--- config.mk ---
export PLATFORM = sky130hd
export DESIGN_NAME = lcd_window_addr_gen
export DESIGN_NICKNAME = d
export VERILOG_FILES = /design/src/rtl/lcd_addr_pkg.sv /design/src/rtl/lcd_axis_counter.sv /design/src/rtl/lcd_window_addr_gen.sv
export SDC_FILE = /design/constraint.sdc
export NUM_CORES = 1
export LEC_CHECK = 0
export ABC_AREA = 0
export CORE_MARGIN = 1.5
export CORE_UTILIZATION = 51
export DETAILED_ROUTE_END_ITERATION = 7
export PLACE_DENSITY = 0.77
export SETUP_SLACK_MARGIN = 0.4
export SLEW_MARGIN = 5
export SYNTH_ARGS = -nofsm -noshare
export SYNTH_HDL_FRONTEND = slang
export SYNTH_SLANG_ARGS = --single-unit
--- constraint.sdc ---
create_clock -name clk -period 3.25 [get_ports clk]
set_clock_uncertainty 0.15 [all_clocks]
set_input_delay 0.65 -clock clk [delete_from_list [all_inputs] [get_ports clk]]
set_output_delay 0.65 -clock clk [all_outputs]
set_load 0.005 [all_outputs]
--- src/rtl/lcd_addr_pkg.sv ---
// Shared types and geometry constants for the LCD frame-buffer address path.
// The optional bottom-up scan is controlled by LCD_ADDR_GEN_FLIP_Y_EN in the generator.
package lcd_addr_pkg;

    typedef enum logic {
        IDLE = 1'b0,
        RUN  = 1'b1
    } lcd_state_e;

    localparam int unsigned LCD_ADDR_WIDTH = 17;
    localparam int unsigned LCD_XW         = 9;
    localparam int unsigned LCD_YW         = 9;

    // Default panel window, also consumed by the LCD transfer FSM
    localparam int unsigned LCD_PANEL_BASE   = 108;
    localparam int unsigned LCD_PANEL_WIDTH  = 320;
    localparam int unsigned LCD_PANEL_HEIGHT = 240;

endpackage : lcd_addr_pkg

--- src/rtl/lcd_axis_counter.sv ---
// Wrapping axis counter: counts 0..limit_i, clears on clr_i, flags its terminal value.
module lcd_axis_counter #(
    parameter int unsigned W = 9
) (
    input  logic         clk,
    input  logic         rstn,
    input  logic         en_i,
    input  logic         clr_i,
    input  logic [W-1:0] limit_i,
    output logic         term_c_o
);

    logic [W-1:0] cnt_q, cnt_d;

    assign term_c_o = (cnt_q == limit_i);

    always_comb begin
        cnt_d = cnt_q;
        if (clr_i) begin
            cnt_d = '0;
        end else if (en_i) begin
            cnt_d = term_c_o ? '0 : cnt_q + W'(1);
        end
    end

    always_ff @(posedge clk or negedge rstn) begin
        if (!rstn) begin
            cnt_q <= '0;
        end else begin
            cnt_q <= cnt_d;
        end
    end

endmodule : lcd_axis_counter

--- src/rtl/lcd_window_addr_gen.sv ---
// Rectangular-window frame-buffer address walker with line/frame terminal flags.
// Optional bottom-up line order via LCD_ADDR_GEN_FLIP_Y_EN (adds flip_i).
module lcd_window_addr_gen
    import lcd_addr_pkg::*;
#(
    parameter int unsigned ADDR_WIDTH = LCD_ADDR_WIDTH,
    parameter int unsigned XW         = LCD_XW,
    parameter int unsigned YW         = LCD_YW
) (
    input  logic                  clk,
    input  logic                  rstn,
    input  logic                  start_i,
    input  logic                  stop_i,
    input  logic                  continuous_i,
`ifdef LCD_ADDR_GEN_FLIP_Y_EN
    input  logic                  flip_i,
`endif
    input  logic [ADDR_WIDTH-1:0] base_addr_i,
    input  logic [XW-1:0]         width_i,
    input  logic [YW-1:0]         height_i,
    input  logic [ADDR_WIDTH-1:0] stride_i,
    input  logic                  cnt_en_i,
    output logic [ADDR_WIDTH-1:0] addr_o,
    output logic                  busy_o,
    output logic                  line_end_o,
    output logic                  frame_end_o,
    output logic                  done_o
);

    lcd_state_e            state_q, state_d;
    logic [ADDR_WIDTH-1:0] addr_q, addr_d;
    logic [ADDR_WIDTH-1:0] line_base_q, line_base_d;
    logic [ADDR_WIDTH-1:0] origin_q, origin_d;
    logic [ADDR_WIDTH-1:0] stride_q, stride_d;
    logic [XW-1:0]         width_q, width_d;
    logic [YW-1:0]         height_q, height_d;
    logic                  cont_q, cont_d;
    logic                  done_q, done_d;

    logic                  run, start_ok, step, x_term, y_term;
    logic [ADDR_WIDTH-1:0] start_addr, next_line;

    assign run      = (state_q == RUN);
    assign start_ok = (state_q == IDLE) & start_i & ~stop_i & (|width_i) & (|height_i);
    assign step     = run & cnt_en_i & ~stop_i;

`ifdef LCD_ADDR_GEN_FLIP_Y_EN
    logic flip_q, flip_d;

    // Bottom-up scan starts on the last line and walks the stride backwards
    assign start_addr = flip_i
        ? base_addr_i + ADDR_WIDTH'(ADDR_WIDTH'(height_i - YW'(1)) * stride_i)
        : base_addr_i;
    assign next_line  = flip_q ? line_base_q - stride_q : line_base_q + stride_q;
`else
    assign start_addr = base_addr_i;
    assign next_line  = line_base_q + stride_q;
`endif

    lcd_axis_counter #(.W(XW)) u_x_cnt (
        .clk      (clk),
        .rstn     (rstn),
        .en_i     (step),
        .clr_i    (start_ok | stop_i),
        .limit_i  (width_q - XW'(1)),
        .term_c_o (x_term)
    );

    lcd_axis_counter #(.W(YW)) u_y_cnt (
        .clk      (clk),
        .rstn     (rstn),
        .en_i     (step & x_term),
        .clr_i    (start_ok | stop_i),
        .limit_i  (height_q - YW'(1)),
        .term_c_o (y_term)
    );

    assign addr_o      = addr_q;
    assign busy_o      = run;
    assign line_end_o  = run & x_term;
    assign frame_end_o = run & x_term & y_term;
    assign done_o      = done_q;

    always_comb begin
        state_d     = state_q;
        addr_d      = addr_q;
        line_base_d = line_base_q;
        origin_d    = origin_q;
        stride_d    = stride_q;
        width_d     = width_q;
        height_d    = height_q;
        cont_d      = cont_q;
        done_d      = 1'b0;
`ifdef LCD_ADDR_GEN_FLIP_Y_EN
        flip_d      = flip_q;
`endif
        if (stop_i) begin
            state_d = IDLE;
        end else if (start_ok) begin
            state_d     = RUN;
            addr_d      = start_addr;
            line_base_d = start_addr;
            origin_d    = start_addr;
            stride_d    = stride_i;
            width_d     = width_i;
            height_d    = height_i;
            cont_d      = continuous_i;
`ifdef LCD_ADDR_GEN_FLIP_Y_EN
            flip_d      = flip_i;
`endif
        end else if (step) begin
            if (!x_term) begin
                addr_d = addr_q + ADDR_WIDTH'(1);
            end else if (!y_term) begin
                line_base_d = next_line;
                addr_d      = next_line;
            end else if (cont_q) begin
                line_base_d = origin_q;
                addr_d      = origin_q;
            end else begin
                state_d = IDLE;
                done_d  = 1'b1;
            end
        end
    end

    always_ff @(posedge clk or negedge rstn) begin
        if (!rstn) begin
            state_q     <= IDLE;
            addr_q      <= '0;
            line_base_q <= '0;
            origin_q    <= '0;
            stride_q    <= '0;
            width_q     <= '0;
            height_q    <= '0;
            cont_q      <= 1'b0;
            done_q      <= 1'b0;
`ifdef LCD_ADDR_GEN_FLIP_Y_EN
            flip_q      <= 1'b0;
`endif
        end else begin
            state_q     <= state_d;
            addr_q      <= addr_d;
            line_base_q <= line_base_d;
            origin_q    <= origin_d;
            stride_q    <= stride_d;
            width_q     <= width_d;
            height_q    <= height_d;
            cont_q      <= cont_d;
            done_q      <= done_d;
`ifdef LCD_ADDR_GEN_FLIP_Y_EN
            flip_q      <= flip_d;
`endif
        end
    end

endmodule : lcd_window_addr_gen

==> results.md <==
* Clock Tree Root: clkbuf_16
* Cell variety after synth at 74
* Die W at 116 um
* Area Growth Syn to Fin at 38.5%
* DP HPWL at 12900 um
* Setup slack at placement at -0.123 ns
* Post-route cell area at 9090 um2
* Worst path arrival time at 3.50 ns
* TritonCTS Buffers at 9
* Reg2Reg Depth at 10
* Syn nets at 845
* Clk sinks at 107
* Fill cell count at 889
* Dpl cell area at 7910 um2
* Pins Over Slew Limit at 0
* CTS max path bufs at 2
* Final net count at 974
* Initial Utilization at 52.2%
* Leak Pwr at 4.11 nW
* Post-synth EDFFs at 0
* Cells after Synth at 765
* Residual DRC at 0
* Kind of critical path: flip-flop to flip-flop
* Via/cell ratio at 5.97
* Area contributors post-synth: dfrtp_1 41%, nand2_1 11%, ha_1 4.0%
* Tcrit/Tclk final at 105%
* Reg-to-reg endpoint: line_base_q[11]
* Synth top area share at 40.8%
* Final Hold Fails at 0
* GR Overflow Total at 0
* Crit path from: height_q[2]
* Vias in the first global route at 6225
* Synth cell count leaders: 191 x nand2_1, 107 x dfrtp_1, 59 x nor2_1
* Area leader, netlist: dfrtp_1
* 1st-iter DRT viols at 593
* Drt pass-1 iters at 5
* Drt total wl at 19800 um
* Max cap viols at 0
* Hold_ws at 0.207 ns
* Count of final setup violators at 35
* Global-route usage over all layers at 28.9%
* Failing checks: negative setup slack
* Power density over the cells at 636 nW/um2
* Total number of vias at 6394
* Antenna Diode Count at 0
* CTS tree: done
* CP Data Required Time at 3.34 ns
* Gpl congestion at 0.912
* Row count at 41
* Final WS setup at -0.160 ns
* FF+latch count, synth at 107
* Cts hold-fix bufs at 0
* Crit path time final at 3.41 ns
* Worst relative slew slack at 48.6%
* Final Non-Filler Cells at 1071
* Primary FF master, synth: dfrtp_1
* Worst slew pin tran at 0.770 ns
* Mapped Avg Cell Area at 8.58 um2
* RR Startpoint: height_q[2]
* Ys async rst share at 100%
* Antenna Nets Post-Route at 0
* Die area at 13600 um2
* Fmax at 293 MHz
* Ys Warns at 0
* Reg2Reg Setup Slack at -0.16 ns
* Max FO, Critical Path at 6
* Setup crit start kind: flip-flop
* Run status: finished, violations left
* Sequential-to-total area share from yosys stat at 40.8%
* Clk pin slew, worst setup/hold paths at 0.07 ns
* Cell count after placement at 1029
* Setup crit end kind: flip-flop
* First-pass GRT wire length at 30400 um
* Routed len/inst at 18.5 um
* Mapped Area at 6560 um2
* Hold Path Class: input pin to asynchronous set/reset pin
* Latest clock arrival within the worst-skew pair at 0.36 ns
* H-Tree Depth at 3
* Layout cells sized above 1 at 22.5%
* Maximum VDD drop at 0.457 mV
* Count leader, synth: nand2_1
* I/O pins at 79
* Floorplan core area at 12600 um2
* Number of antenna violations at the first check in global routing at 0
* PortBufs at 78
* Die height at 116 um
* Largest net degree at the start of global routing at 57
* Unrepaired setup endpoints after global routing: yes
layout by cell type, fill, tap and decap left out, types with 4 or more instances in the layout:
master           count
o21ai_1              5
buf_6               17
mux2_2               5
nor2_1              45
nor3_1               7
a21o_1               9
and3_1               8
mux2i_1             12
nand2_1            185
nand3_1             20
clkdlybuf4s50_1     75
xnor2_1             25
nor2b_1              5
xor2_1              26
inv_1               11
and2_1               4
o2bb2ai_1            4
a21oi_1             35
mux2_4               8
o211ai_1             5
buf_12               6
o21ai_2             12
nor2_2               5
a31oi_1             14
nand2b_1             9
or3_1                5
dfrtp_1            107
nand2_2              4
o21ai_0             17
clkbuf_16            9
nor2_4               9
buf_4               46
ha_1                19
nand4_1              7
timing repair:
action	in CTS	in global routing
setup endpoints to repair	52	54
gates resized for setup	95	71
pin swaps	30	26
buffers inserted	14	7
gates cloned	5	0
metal layers:
layer,wire (um),vias up,share of wire [%],global-route usage [%]
li1,-,2919,-,-
met1,8100,3138,41,36.1
met2,10000,272,51,49.9
met3,1090,65,5.5,6.33
met4,578,0,2.9,9.43
met5,0,-,0,0
how the worst max path moves through the flow:
stage                                  to  slack [ns]  cells after the start
after floorplan           line_base_q[11]        0.19                      9
after global placement        frame_end_o      -0.007                      7
after detailed placement      frame_end_o       -0.12                      7
after CTS                     frame_end_o       -0.11                      6
after global routing       line_base_q[2]       -0.20                     10
final                     line_base_q[11]       -0.16                     10
power breakdown:
group | internal, mW | switching [mW]
Clock | 0.604 | 0.541
Combinational | 1.35 | 1.37
Sequential | 1.62 | 0.306
per-stage QoR:
stage          TNS [ns]  utilization, %  total power [mW]
2_1_floorplan         0               -              3.47
3_3_place_gp   -0.00703            62.9              4.15
3_5_place_dp     -0.242            62.9              4.24
4_1_cts           -1.11            69.3              5.54
5_1_grt           -5.09            72.3              6.12
6_report          -3.07            72.3              5.78
cell type report:
class / count / area (um2) / area share (%)
sequential: 107 / 2680 / 29.5
clock buffer: 9 / 225 / 2.48
inverter: 14 / 55.1 / 0.606
tap: 172 / 215 / 2.37
multi-input combinational: 611 / 4300 / 47.3
clock inverter: 7 / 76.3 / 0.840
timing repair buffer: 151 / 1540 / 16.9
sequential cells by signal (all words and copies together), names as in the netlist:
register / count
u_y_cnt.cnt_q: 9
addr_o: 17
u_x_cnt.cnt_q: 9
height_q: 9
stride_q: 17
line_base_q: 17
width_q: 9
busy_o: 1
cont_q: 1
origin_q: 17
done_o: 1
cells by family (layout without fill, tap and decap cells):
| family | Yosys count | in the layout | share of synthesized area, % |
|---|---|---|---|
| AO/OA/AOI/OAI | 152 | 152 | 15.5 |
| XOR/XNOR | 52 | 52 | 6.94 |
| adder cells (fa/ha/maj) | 22 | 22 | 4.31 |
| buffers and inverters | 48 | 181 | 2.96 |
| flip-flops | 107 | 107 | 40.8 |
| multiplexers | 28 | 28 | 4.98 |
| AND/OR/NAND/NOR | 356 | 357 | 24.5 |
worst max-delay path, cell delays in order, from the launching register on:
cell       delay, ns
dfrtp_1         0.38
or4_4           0.58
buf_4           0.16
o21a_1          0.20
nor4_4          0.38
o2111ai_4       0.20
buf_6           0.18
and4bb_2        0.36
or3_4           0.26
nand2_8         0.11
mux2_4          0.31
Note: power is estimated with default switching activity, not from simulation.
